`config.mk`:
```
export PLATFORM = sky130hd
export DESIGN_NAME = shadow_dcache_arbiter
export DESIGN_NICKNAME = d
export VERILOG_FILES = /design/src/rtl/shadow_dcache_arbiter.sv
export SDC_FILE = /design/constraint.sdc
export NUM_CORES = 1
export LEC_CHECK = 0
export CAP_MARGIN = 5
export CORE_AREA = 2 2 183 185
export DETAILED_ROUTE_END_ITERATION = 8
export DIE_AREA = 0 0 185 187
export GPL_ROUTABILITY_DRIVEN = 0
export SLEW_MARGIN = 20
export SYNTH_ARGS = -nofsm -noshare
export SYNTH_HDL_FRONTEND = slang
export SYNTH_SLANG_ARGS = --single-unit
```
`constraint.sdc`:
```
create_clock -name clk_i -period 14 [get_ports clk_i]
set_input_delay 4.2 -clock clk_i [delete_from_list [all_inputs] [get_ports clk_i]]
set_output_delay 4.2 -clock clk_i [all_outputs]
set_load 0.01 [all_outputs]
```
`src/rtl/shadow_dcache_arbiter.sv`:
```
// shadow_dcache_arbiter
// Shares one data-cache request port between three requesters:
//   0 = shadow-register save engine (stores)
//   1 = shadow-register load engine (loads)
//   2 = load unit
// Loads use a two-phase protocol: request phase (req/gnt) followed one
// cycle later by the tag phase (tag_valid/tag/kill_req). In-order load
// responses are routed back to their issuer through an owner/id FIFO.
// Optional feature macro: SHADOW_ARB_AGE_EN (load-unit age promotion).

package shadow_dcache_arbiter_pkg;

   localparam int unsigned INDEX_W = 12;
   localparam int unsigned TAG_W   = 20;
   localparam int unsigned DATA_W  = 32;
   localparam int unsigned USER_W  = 1;
   localparam int unsigned ID_W    = 4;

   typedef struct packed {
      int unsigned DcacheIndexWidth;
      int unsigned DcacheTagWidth;
      int unsigned DcacheIdWidth;
   } cva6_cfg_t;

   localparam cva6_cfg_t cva6_cfg_empty = '{
      DcacheIndexWidth: INDEX_W,
      DcacheTagWidth:   TAG_W,
      DcacheIdWidth:    ID_W
   };

   typedef struct packed {
      logic [INDEX_W-1:0]  address_index;
      logic [TAG_W-1:0]    address_tag;
      logic [DATA_W-1:0]   data_wdata;
      logic [USER_W-1:0]   data_wuser;
      logic                data_req;
      logic                data_we;
      logic [DATA_W/8-1:0] data_be;
      logic [1:0]          data_size;
      logic [ID_W-1:0]     data_id;
      logic                kill_req;
      logic                tag_valid;
   } dcache_req_i_t;

   typedef struct packed {
      logic                data_gnt;
      logic                data_rvalid;
      logic [ID_W-1:0]     data_rid;
      logic [DATA_W-1:0]   data_rdata;
   } dcache_req_o_t;

endpackage

// Protocol and configuration checks for the arbiter.
module shadow_dcache_arbiter_chk #(
   parameter int unsigned NUM_REQ         = 3,
   parameter int unsigned MAX_OUTSTANDING = 4,
   parameter int unsigned AGE_LIMIT       = 8
) (
   input logic clk_i,
   input logic rst_ni,
   input logic rvalid_i,
   input logic fifo_empty_i,
   input logic fifo_full_i,
   input logic push_i,
   input logic pop_i
);

   // Configuration must be 3 requesters and a power-of-two FIFO depth >= 2.
   assert property (@(posedge clk_i) disable iff (!rst_ni)
      (NUM_REQ == 3) && (MAX_OUTSTANDING >= 2) &&
      ((MAX_OUTSTANDING & (MAX_OUTSTANDING - 1)) == 0) && (AGE_LIMIT >= 1))
      else $error("shadow_dcache_arbiter: illegal parameter configuration");

   // A response with nothing outstanding is dropped by the arbiter.
   assert property (@(posedge clk_i) disable iff (!rst_ni)
      !(rvalid_i && fifo_empty_i))
      else $error("shadow_dcache_arbiter: rvalid with no outstanding load");

   // Load eligibility must keep the routing FIFO from overflowing.
   assert property (@(posedge clk_i) disable iff (!rst_ni)
      !(push_i && fifo_full_i && !pop_i))
      else $error("shadow_dcache_arbiter: push into full routing FIFO");

endmodule

module shadow_dcache_arbiter #(
   parameter shadow_dcache_arbiter_pkg::cva6_cfg_t CVA6Cfg =
      shadow_dcache_arbiter_pkg::cva6_cfg_empty,
   parameter type dcache_req_i_t = shadow_dcache_arbiter_pkg::dcache_req_i_t,
   parameter type dcache_req_o_t = shadow_dcache_arbiter_pkg::dcache_req_o_t,
   parameter int unsigned NUM_REQ         = 3,
   parameter int unsigned MAX_OUTSTANDING = 4,
   parameter int unsigned AGE_LIMIT       = 8
) (
   input  logic                               clk_i,
   input  logic                               rst_ni,
   input  dcache_req_i_t                      req_ports_i [NUM_REQ-1:0],
   output dcache_req_o_t                      req_ports_o [NUM_REQ-1:0],
   output dcache_req_i_t                      dcache_req_o,
   input  dcache_req_o_t                      dcache_req_i,
   output logic [$clog2(MAX_OUTSTANDING):0]   outstanding_o,
   output logic                               busy_o
);

   localparam int unsigned PTR_W = $clog2(MAX_OUTSTANDING);
   localparam int unsigned CNT_W = PTR_W + 1;
   localparam int unsigned IdW   = CVA6Cfg.DcacheIdWidth;

   localparam logic [PTR_W-1:0] PTR_ONE = PTR_W'(1);
   localparam logic [CNT_W-1:0] CNT_ONE = CNT_W'(1);
   localparam logic [CNT_W:0]   OCC_MAX = (CNT_W + 1)'(MAX_OUTSTANDING);

   // Arbitration
   logic [NUM_REQ-1:0] elig_s;
   logic [1:0]         win_s;
   logic               any_s;
   logic               gnt_s;
   logic               promote_s;
   logic               load_room_s;
   logic [CNT_W:0]     occ_s;

   // Tag phase
   logic               tag_pending_q, tag_pending_d;
   logic [1:0]         owner_q, owner_d;
   logic [IdW-1:0]     tid_q, tid_d;

   // Routing FIFO
   logic [1:0]         fifo_owner_q [MAX_OUTSTANDING];
   logic [IdW-1:0]     fifo_id_q    [MAX_OUTSTANDING];
   logic [PTR_W-1:0]   wr_ptr_q, wr_ptr_d;
   logic [PTR_W-1:0]   rd_ptr_q, rd_ptr_d;
   logic [CNT_W-1:0]   cnt_q, cnt_d;
   logic               busy_q, busy_d;
   logic               push_s, pop_s;
   logic [1:0]         head_owner_s;
   logic [IdW-1:0]     head_id_s;

   // The cache echoes an id, but the stored id is authoritative.
   logic               unused_s;
   assign unused_s = ^dcache_req_i.data_rid;

   // Loads may be accepted only while the FIFO plus the pending tag phase
   // leaves room; a pop in this cycle frees a slot immediately.
   assign pop_s  = rst_ni && dcache_req_i.data_rvalid && (cnt_q != '0);
   assign push_s = tag_pending_q && !req_ports_i[owner_q].kill_req;
   assign occ_s  = {1'b0, cnt_q} + {{CNT_W{1'b0}}, tag_pending_q}
                 - {{CNT_W{1'b0}}, pop_s};
   assign load_room_s = (occ_s < OCC_MAX);

   assign head_owner_s = fifo_owner_q[rd_ptr_q];
   assign head_id_s    = fifo_id_q[rd_ptr_q];

   // Eligibility and priority selection of the request-phase winner.
   always_comb begin
      elig_s = '0;
      win_s  = 2'd0;
      for (int i = 0; i < NUM_REQ; i++) begin
         if (rst_ni && req_ports_i[i].data_req &&
             (req_ports_i[i].data_we || load_room_s)) begin
            elig_s[i] = 1'b1;
         end else begin
            elig_s[i] = 1'b0;
         end
      end
      if (promote_s && elig_s[2]) begin
         win_s = 2'd2;
      end else if (elig_s[0]) begin
         win_s = 2'd0;
      end else if (elig_s[1]) begin
         win_s = 2'd1;
      end else if (elig_s[2]) begin
         win_s = 2'd2;
      end else begin
         win_s = 2'd0;
      end
   end

   assign any_s = |elig_s;
   assign gnt_s = any_s && dcache_req_i.data_gnt;

`ifdef SHADOW_ARB_AGE_EN
   localparam int unsigned      AGE_W   = $clog2(AGE_LIMIT + 1);
   localparam logic [AGE_W-1:0] AGE_MAX = AGE_W'(AGE_LIMIT);
   localparam logic [AGE_W-1:0] AGE_ONE = AGE_W'(1);

   logic [AGE_W-1:0] age_q, age_d;

   assign promote_s = (age_q >= AGE_MAX);

   // Load-unit age: count cycles it waits while eligible, clear on grant.
   always_comb begin
      age_d = age_q;
      if (gnt_s && (win_s == 2'd2)) begin
         age_d = '0;
      end else if (elig_s[2] && (age_q < AGE_MAX)) begin
         age_d = age_q + AGE_ONE;
      end else begin
         age_d = age_q;
      end
   end

   // Load-unit age register.
   always_ff @(posedge clk_i or negedge rst_ni) begin
      if (!rst_ni) begin
         age_q <= '0;
      end else begin
         age_q <= age_d;
      end
   end
`else
   assign promote_s = 1'b0;
`endif

   // Merged cache request: request fields from the winner, tag fields from
   // the owner of last cycle's granted load.
   always_comb begin
      dcache_req_o               = '0;
      dcache_req_o.address_index = req_ports_i[win_s].address_index;
      dcache_req_o.data_wdata    = req_ports_i[win_s].data_wdata;
      dcache_req_o.data_wuser    = req_ports_i[win_s].data_wuser;
      dcache_req_o.data_we       = req_ports_i[win_s].data_we;
      dcache_req_o.data_be       = req_ports_i[win_s].data_be;
      dcache_req_o.data_size     = req_ports_i[win_s].data_size;
      dcache_req_o.data_id       = req_ports_i[win_s].data_id;
      dcache_req_o.data_req      = any_s;
      dcache_req_o.address_tag   = req_ports_i[owner_q].address_tag;
      if (tag_pending_q) begin
         dcache_req_o.tag_valid = req_ports_i[owner_q].tag_valid;
         dcache_req_o.kill_req  = req_ports_i[owner_q].kill_req;
      end else begin
         dcache_req_o.tag_valid = 1'b0;
         dcache_req_o.kill_req  = 1'b0;
      end
   end

   // Per-requester grant forwarding and in-order response routing.
   always_comb begin
      for (int i = 0; i < NUM_REQ; i++) begin
         req_ports_o[i] = '0;
         if (gnt_s && (win_s == 2'(i))) begin
            req_ports_o[i].data_gnt = 1'b1;
         end else begin
            req_ports_o[i].data_gnt = 1'b0;
         end
         if (pop_s && (head_owner_s == 2'(i))) begin
            req_ports_o[i].data_rvalid = 1'b1;
            req_ports_o[i].data_rdata  = dcache_req_i.data_rdata;
            req_ports_o[i].data_rid    = head_id_s;
         end else begin
            req_ports_o[i].data_rvalid = 1'b0;
         end
      end
   end

   // Arm the tag phase for exactly one cycle after each granted load.
   always_comb begin
      tag_pending_d = 1'b0;
      owner_d       = owner_q;
      tid_d         = tid_q;
      if (gnt_s && !req_ports_i[win_s].data_we) begin
         tag_pending_d = 1'b1;
         owner_d       = win_s;
         tid_d         = IdW'(req_ports_i[win_s].data_id);
      end else begin
         tag_pending_d = 1'b0;
      end
   end

   // FIFO pointer/count update; simultaneous push and pop keep the count.
   always_comb begin
      wr_ptr_d = wr_ptr_q;
      rd_ptr_d = rd_ptr_q;
      cnt_d    = cnt_q;
      if (push_s) begin
         wr_ptr_d = wr_ptr_q + PTR_ONE;
      end else begin
         wr_ptr_d = wr_ptr_q;
      end
      if (pop_s) begin
         rd_ptr_d = rd_ptr_q + PTR_ONE;
      end else begin
         rd_ptr_d = rd_ptr_q;
      end
      case ({push_s, pop_s})
         2'b10:   cnt_d = cnt_q + CNT_ONE;
         2'b01:   cnt_d = cnt_q - CNT_ONE;
         default: cnt_d = cnt_q;
      endcase
      busy_d = (cnt_d != '0) || tag_pending_d;
   end

   // Tag-phase, pointer, count and busy registers.
   always_ff @(posedge clk_i or negedge rst_ni) begin
      if (!rst_ni) begin
         tag_pending_q <= 1'b0;
         owner_q       <= 2'd0;
         tid_q         <= '0;
         wr_ptr_q      <= '0;
         rd_ptr_q      <= '0;
         cnt_q         <= '0;
         busy_q        <= 1'b0;
      end else begin
         tag_pending_q <= tag_pending_d;
         owner_q       <= owner_d;
         tid_q         <= tid_d;
         wr_ptr_q      <= wr_ptr_d;
         rd_ptr_q      <= rd_ptr_d;
         cnt_q         <= cnt_d;
         busy_q        <= busy_d;
      end
   end

   // Routing FIFO storage: one {owner, id} entry per un-killed load.
   always_ff @(posedge clk_i or negedge rst_ni) begin
      if (!rst_ni) begin
         for (int i = 0; i < MAX_OUTSTANDING; i++) begin
            fifo_owner_q[i] <= 2'd0;
            fifo_id_q[i]    <= '0;
         end
      end else begin
         if (push_s) begin
            fifo_owner_q[wr_ptr_q] <= owner_q;
            fifo_id_q[wr_ptr_q]    <= tid_q;
         end
      end
   end

   assign outstanding_o = cnt_q;
   assign busy_o        = busy_q;

   shadow_dcache_arbiter_chk #(
      .NUM_REQ         (NUM_REQ),
      .MAX_OUTSTANDING (MAX_OUTSTANDING),
      .AGE_LIMIT       (AGE_LIMIT)
   ) u_chk (
      .clk_i        (clk_i),
      .rst_ni       (rst_ni),
      .rvalid_i     (dcache_req_i.data_rvalid),
      .fifo_empty_i (cnt_q == '0),
      .fifo_full_i  (cnt_q == CNT_W'(MAX_OUTSTANDING)),
      .push_i       (push_s),
      .pop_i        (pop_s)
   );

endmodule

```
After elaboration in Yosys (flattened, before gate mapping)
Cells that the tools add are included.
- register bits after elaboration: 39
- output and inout port bits: 197
- add/subtract/negate cells: 6
- order comparisons: 6
- equality and inequality tests: 6
- muxes and demuxes: 34
- bitwise operators: 2
- reduce and logical (&&, ||, !) cells: 29
- operators with widths (cell ; count):
    79-bit binary-select mux with 2-bit select ; 2
    36-bit two-way mux ; 3
    79-bit two-way mux ; 1
    67-bit two-way mux ; 1
    1-bit logical AND ; 18
    16-bit bitwise mux ; 1
    2-bit two-way mux ; 7
    4-bit two-way mux ; 3
    1-bit two-way mux ; 10
    4-bit binary-select mux with 2-bit select ; 1
    8-bit bitwise mux ; 1
    4-bit demux with 2-bit select ; 1
    2-bit by 1-bit == test with 1-bit output (second input constant) ; 3
    2-bit == test (second input constant) ; 3
    3-bit >= comparator (second input constant) ; 2
    2-bit by 3-bit < comparator with 1-bit output (second input constant) ; 2
    2-bit NOT with 3-bit output ; 2
    3-bit one-hot mux with 2 select lines ; 1
    3-bit nonzero test ; 2
    2-bit by 1-bit adder with 2-bit output (second input constant) ; 2
    3-bit by 1-bit adder with 4-bit output ; 1
    2-bit binary-select mux with 2-bit select ; 1
    2-bit demux with 2-bit select ; 1
    2-bit zero test ; 2
    8 further kinds ; 12

Logic depth before layout (Yosys ltp)
- depth after elaboration: 16
- mapped depth: 13
- mapped depth without buffers: 10

Worst setup path before layout
No wires, ideal clock.
- kind: input -> output
- start: in rst_ni
- end: out dcache_req_o[10] (netlist bit)
- arrival: 6822 ps
- data required time: 9800 ps
- slack: 2978 ps
- cell stages on the path: 13
- path through: buf_6 o311ai_2 or2_2 ha_1 nand2_1 a32o_1 or3_4 o31ai_4 nand2b_1 buf_6 buf_12 mux2i_1 o21ai_1
- RTL lines (item ; RTL line ; source):
    from (decl) ; 97 ; input logic rst_ni,
    to (decl) ; 100 ; output dcache_req_i_t dcache_req_o,

==> summary.txt <==
Die
  • Area enclosed by the die boundary: 34,600 sq um
  • Initial standard-cell utilization of the core: 0.142
  • Number of cell rows: 67
  • # IOs: 474
  • Width of the chip: 185 um
  • Placeable core area: 32,900 sq um
  • Die Height: 187 um

Worst setup path
  • Count of buffering cells on the critical path with inverters included: 4
  • Category of cells accounting for the largest share of critical-path delay: buffers and inverters
  • Critical Path Fanout Max: 38
  • Arrival @ worst endpoint: 8.69 ns
  • Worst Setup Start Kind: input pin
  • Slowest library cell on the worst path: clkdlybuf4s50_1
  • Cell breakdown of the critical path: clkdlybuf4s50_1 -> o311ai_2 -> buf_4 -> or2_2 -> ha_1 -> nand2_1 -> a32o_1 -> or3_4 -> o31ai_1 -> nand2b_4 -> buf_4 -> mux2i_1 -> o21ai_1 -> clkdlybuf4s50_1
  • CP peak stage delay: 0.56 ns
  • Path type of the worst setup path: input pin to primary output
  • Crit path required time: 9.80 ns
  • Type of destination of the critical path: primary output

Global route
  • Largest net degree at the start of global routing: 85
  • Vias in the first global route: 5,715
  • Congestion Overflow GR: 0
  • Aggregate global-route resource usage: 0.126
  • Antenna violations before repair: 0
  • Global-route wire length before repair: 33.4 mm

Clock tree
  • Inserted Clock Buffers: 5
  • Number of hold buffers added after cts: 0
  • Sink Count: 39
  • Maximum clock insertion buffer count: 2
  • Resized Gates After CTS: 0
  • Post-CTS setup buffers: 0
  • Clock latency on the worst-skew pair: 0.28 ns
  • Number of H-tree levels: 2
  • Clock slew at reported path FFs: 0.05 ns
  • Clock tree from TritonCTS: done
  • CTS Root Cell: clkbuf_16

Detailed routing
  • Overall routed net length: 23.3 mm
  • Number of optimization iterations in the first detailed-route pass: 4
  • Average wire per cell in the routed design: 16.0 um
  • Post-route antenna net violation count: 0
  • DRC violation total after the first TritonRoute iteration: 129
  • Number of vias in the routed layout: 5,753
  • Via-per-instance ratio: 3.95
  • DRC violation count after routing: 0

Cells and area
  • Layout area overhead: 111%
  • # fillers: 3,527
  • Nets: 1,294
  • Share of post-route cells with drive strength above 1: 0.0762
  • N_diodes: 0
  • Final cell count without fillers: 1,458

Logic synthesis
  • Post-synthesis cell area: 4670 sq um
  • Cell with the most instances after synthesis: and2_1
  • Xor/xnor cell area share of the yosys netlist: 0.0131
  • Post-synth EDFFs: 0
  • Unique masters post-synth: 62
  • FF+latch count, synth: 39
  • Synth area leader: dfrtp_1
  • Number of nets produced by synthesis: 848
  • Complex-gate fraction of the synthesized area: 0.166
  • Post-Synth Simple-Gate Area: 0.266
  • Share of Yosys cell area claimed by the top area cell type: 0.209
  • Post-Synth Adder-Cell Area: 0.0204
  • Synth Flop Type: dfrtp_1
  • Fraction of the yosys area taken by sequential cells: 0.209
  • Cells taking the most area after synthesis: dfrtp_1 21%, mux2i_1 16%, and2_1 15%
  • Combinational family with the most area after synthesis: simple AND/OR/NAND/NOR gates
  • Multiplexer area fraction after synthesis: 0.253
  • Gate count of the mapped netlist: 564
  • Mean post-synth cell area: 8.28 sq um
  • Fraction of synthesis flops using an asynchronous set or reset pin: 1.00
  • Total of warnings raised by yosys: 0
  • Most numerous cell types in the synthesized netlist: 111 x and2_1, 86 x nand2_1, 73 x mux2i_1, 50 x o21ai_1, 39 x dfrtp_1

STA
  • Slew at the pin closest to its max-slew limit: 0.896 ns
  • Slew margin rel.: 0.403
  • Upper clock frequency limit: 77.6 MHz
  • Count of endpoints failing setup in the final report: 0
  • Summed negative setup slack over all endpoints: 0 ns
  • Unrepaired setup endpoints after global routing: false
  • Shortest period the worst path allows: 12.89 ns
  • Clock skew after layout: 0.00400 ns
  • Number of failing hold endpoints at the final stage: 0
  • Pins Over Slew Limit: 0
  • Worst setup margin: 1.11 ns
  • Period utilisation layout: 0.920

Place
  • Setup WS pre-CTS: 1.11 ns
  • Number of input and output port buffers inserted: 469
  • HPWL reported at the end of detailed placement: 19.6 mm
  • Total instance count after detailed placement: 1,451

Min path
  • Worst hold path type: register to register

Pwr
  • VDD IR-drop max: 51.4 uV
  • Standby leakage power: 3.99 nW
  • Power density over cell area: 108 nW/um^2

Status
  • Outcome: complete, no violations

Flow run
  • Max_cap viols: 0
-- through the flow --
| stage | power, W | utilization | cell area, sq um | hold WS, ns |
|---|---|---|---|---|
| after global placement | 0.000957 | 0.296 | 9740 | 0.483 |
| after CTS | 0.00108 | 0.301 | 9880 | 0.502 |
| after global routing | 0.00114 | 0.301 | 9880 | 0.512 |
| after detailed placement | 0.000964 | 0.296 | 9740 | 0.489 |
| after floorplan | 0.000578 | - | 4670 | 0.474 |
| final | 0.00106 | 0.301 | 9880 | 0.499 |
-- final timing paths --
path                                             start                          end  slack, ns  cells after the start
min                        fifo_owner_q[2]$_DFFE_PN0P_  fifo_owner_q[2]$_DFFE_PN0P_       0.50                      1
max                                   dcache_req_i[36]             dcache_req_o[40]       1.11                     14
min in group asynchronous                       rst_ni             busy_o$_DFF_PN0_       4.04                      2
max reg2reg                 outstanding_o[2]$_DFF_PN0_       owner_q[0]$_DFFE_PN0P_      10.34                     10
min reg2reg                fifo_owner_q[2]$_DFFE_PN0P_  fifo_owner_q[2]$_DFFE_PN0P_       0.50                      1
max in group asynchronous                       rst_ni       owner_q[1]$_DFFE_PN0P_       9.54                      2
-- worst register-to-register path: stages (launching register included) --
cell and delay (ns):
dfrtp_1 0.54, o311ai_2 0.11, buf_4 0.20, or2_2 0.28, ha_1 0.27, nand2_1 0.12
a32o_1 0.25, or3_4 0.37, o31ai_1 0.51, nand2b_4 0.51, o31ai_1 0.38
-- final cells by class --
cell class	count	area [sq um]	share of cell area
well taps	448	561	0.0567
inverters	12	45.0	0.00456
clock inverters	1	5.00	0.000507
repair buffers	479	4760	0.482
clock buffers	6	139	0.0141
multi-input cells	473	3390	0.343
flip-flops and latches	39	977	0.0989
-- flip-flops by register name (all words and copies together) (netlist names) --
name / cells
fifo_id_q: 16
wr_ptr_q: 2
outstanding_o: 3
tag_pending_q: 1
rd_ptr_q: 2
busy_o: 1
owner_q: 2
fifo_owner_q: 8
tid_q: 4
-- cells in the final DEF, fill, tap and decap left out, types with 10 or more instances in the layout --
master             n
clkdlybuf4s50_1  468
mux2i_1           73
and2_1           111
nand2_1           86
dfrtp_1           38
o21ai_0           29
mux2_2            28
o21ai_1           50
nor2_1            11
buf_4             10
inv_1             11
-- routing by layer --
metal | up-vias | global-route usage | routed length [um]
li1 | 2845 | - | -
met4 | 0 | 0.0235 | 395
met2 | 297 | 0.244 | 12100
met5 | - | 0 | 0
met3 | 13 | 0.0300 | 1850
met1 | 2598 | 0.137 | 8880
-- report_power, final --
group / internal (W) / switching, W / leakage (nW)
Sequential: 0.000152 / 0.0000570 / 0.505
Clock: 0.0000694 / 0.0000408 / 0.0727
Combinational: 0.000412 / 0.000332 / 3.41
Total: 0.000633 / 0.000430 / 3.99
-- cell families after synthesis --
family / after synthesis
and+or+nand+nor: 232
AOI/OAI and AO/OA: 120
muxes: 107
buffers and inverters: 52
DFF: 39
xor gates and xnor gates: 7
adders and majority gates: 7
No activity file was read; power rests on OpenSTA's default activity.
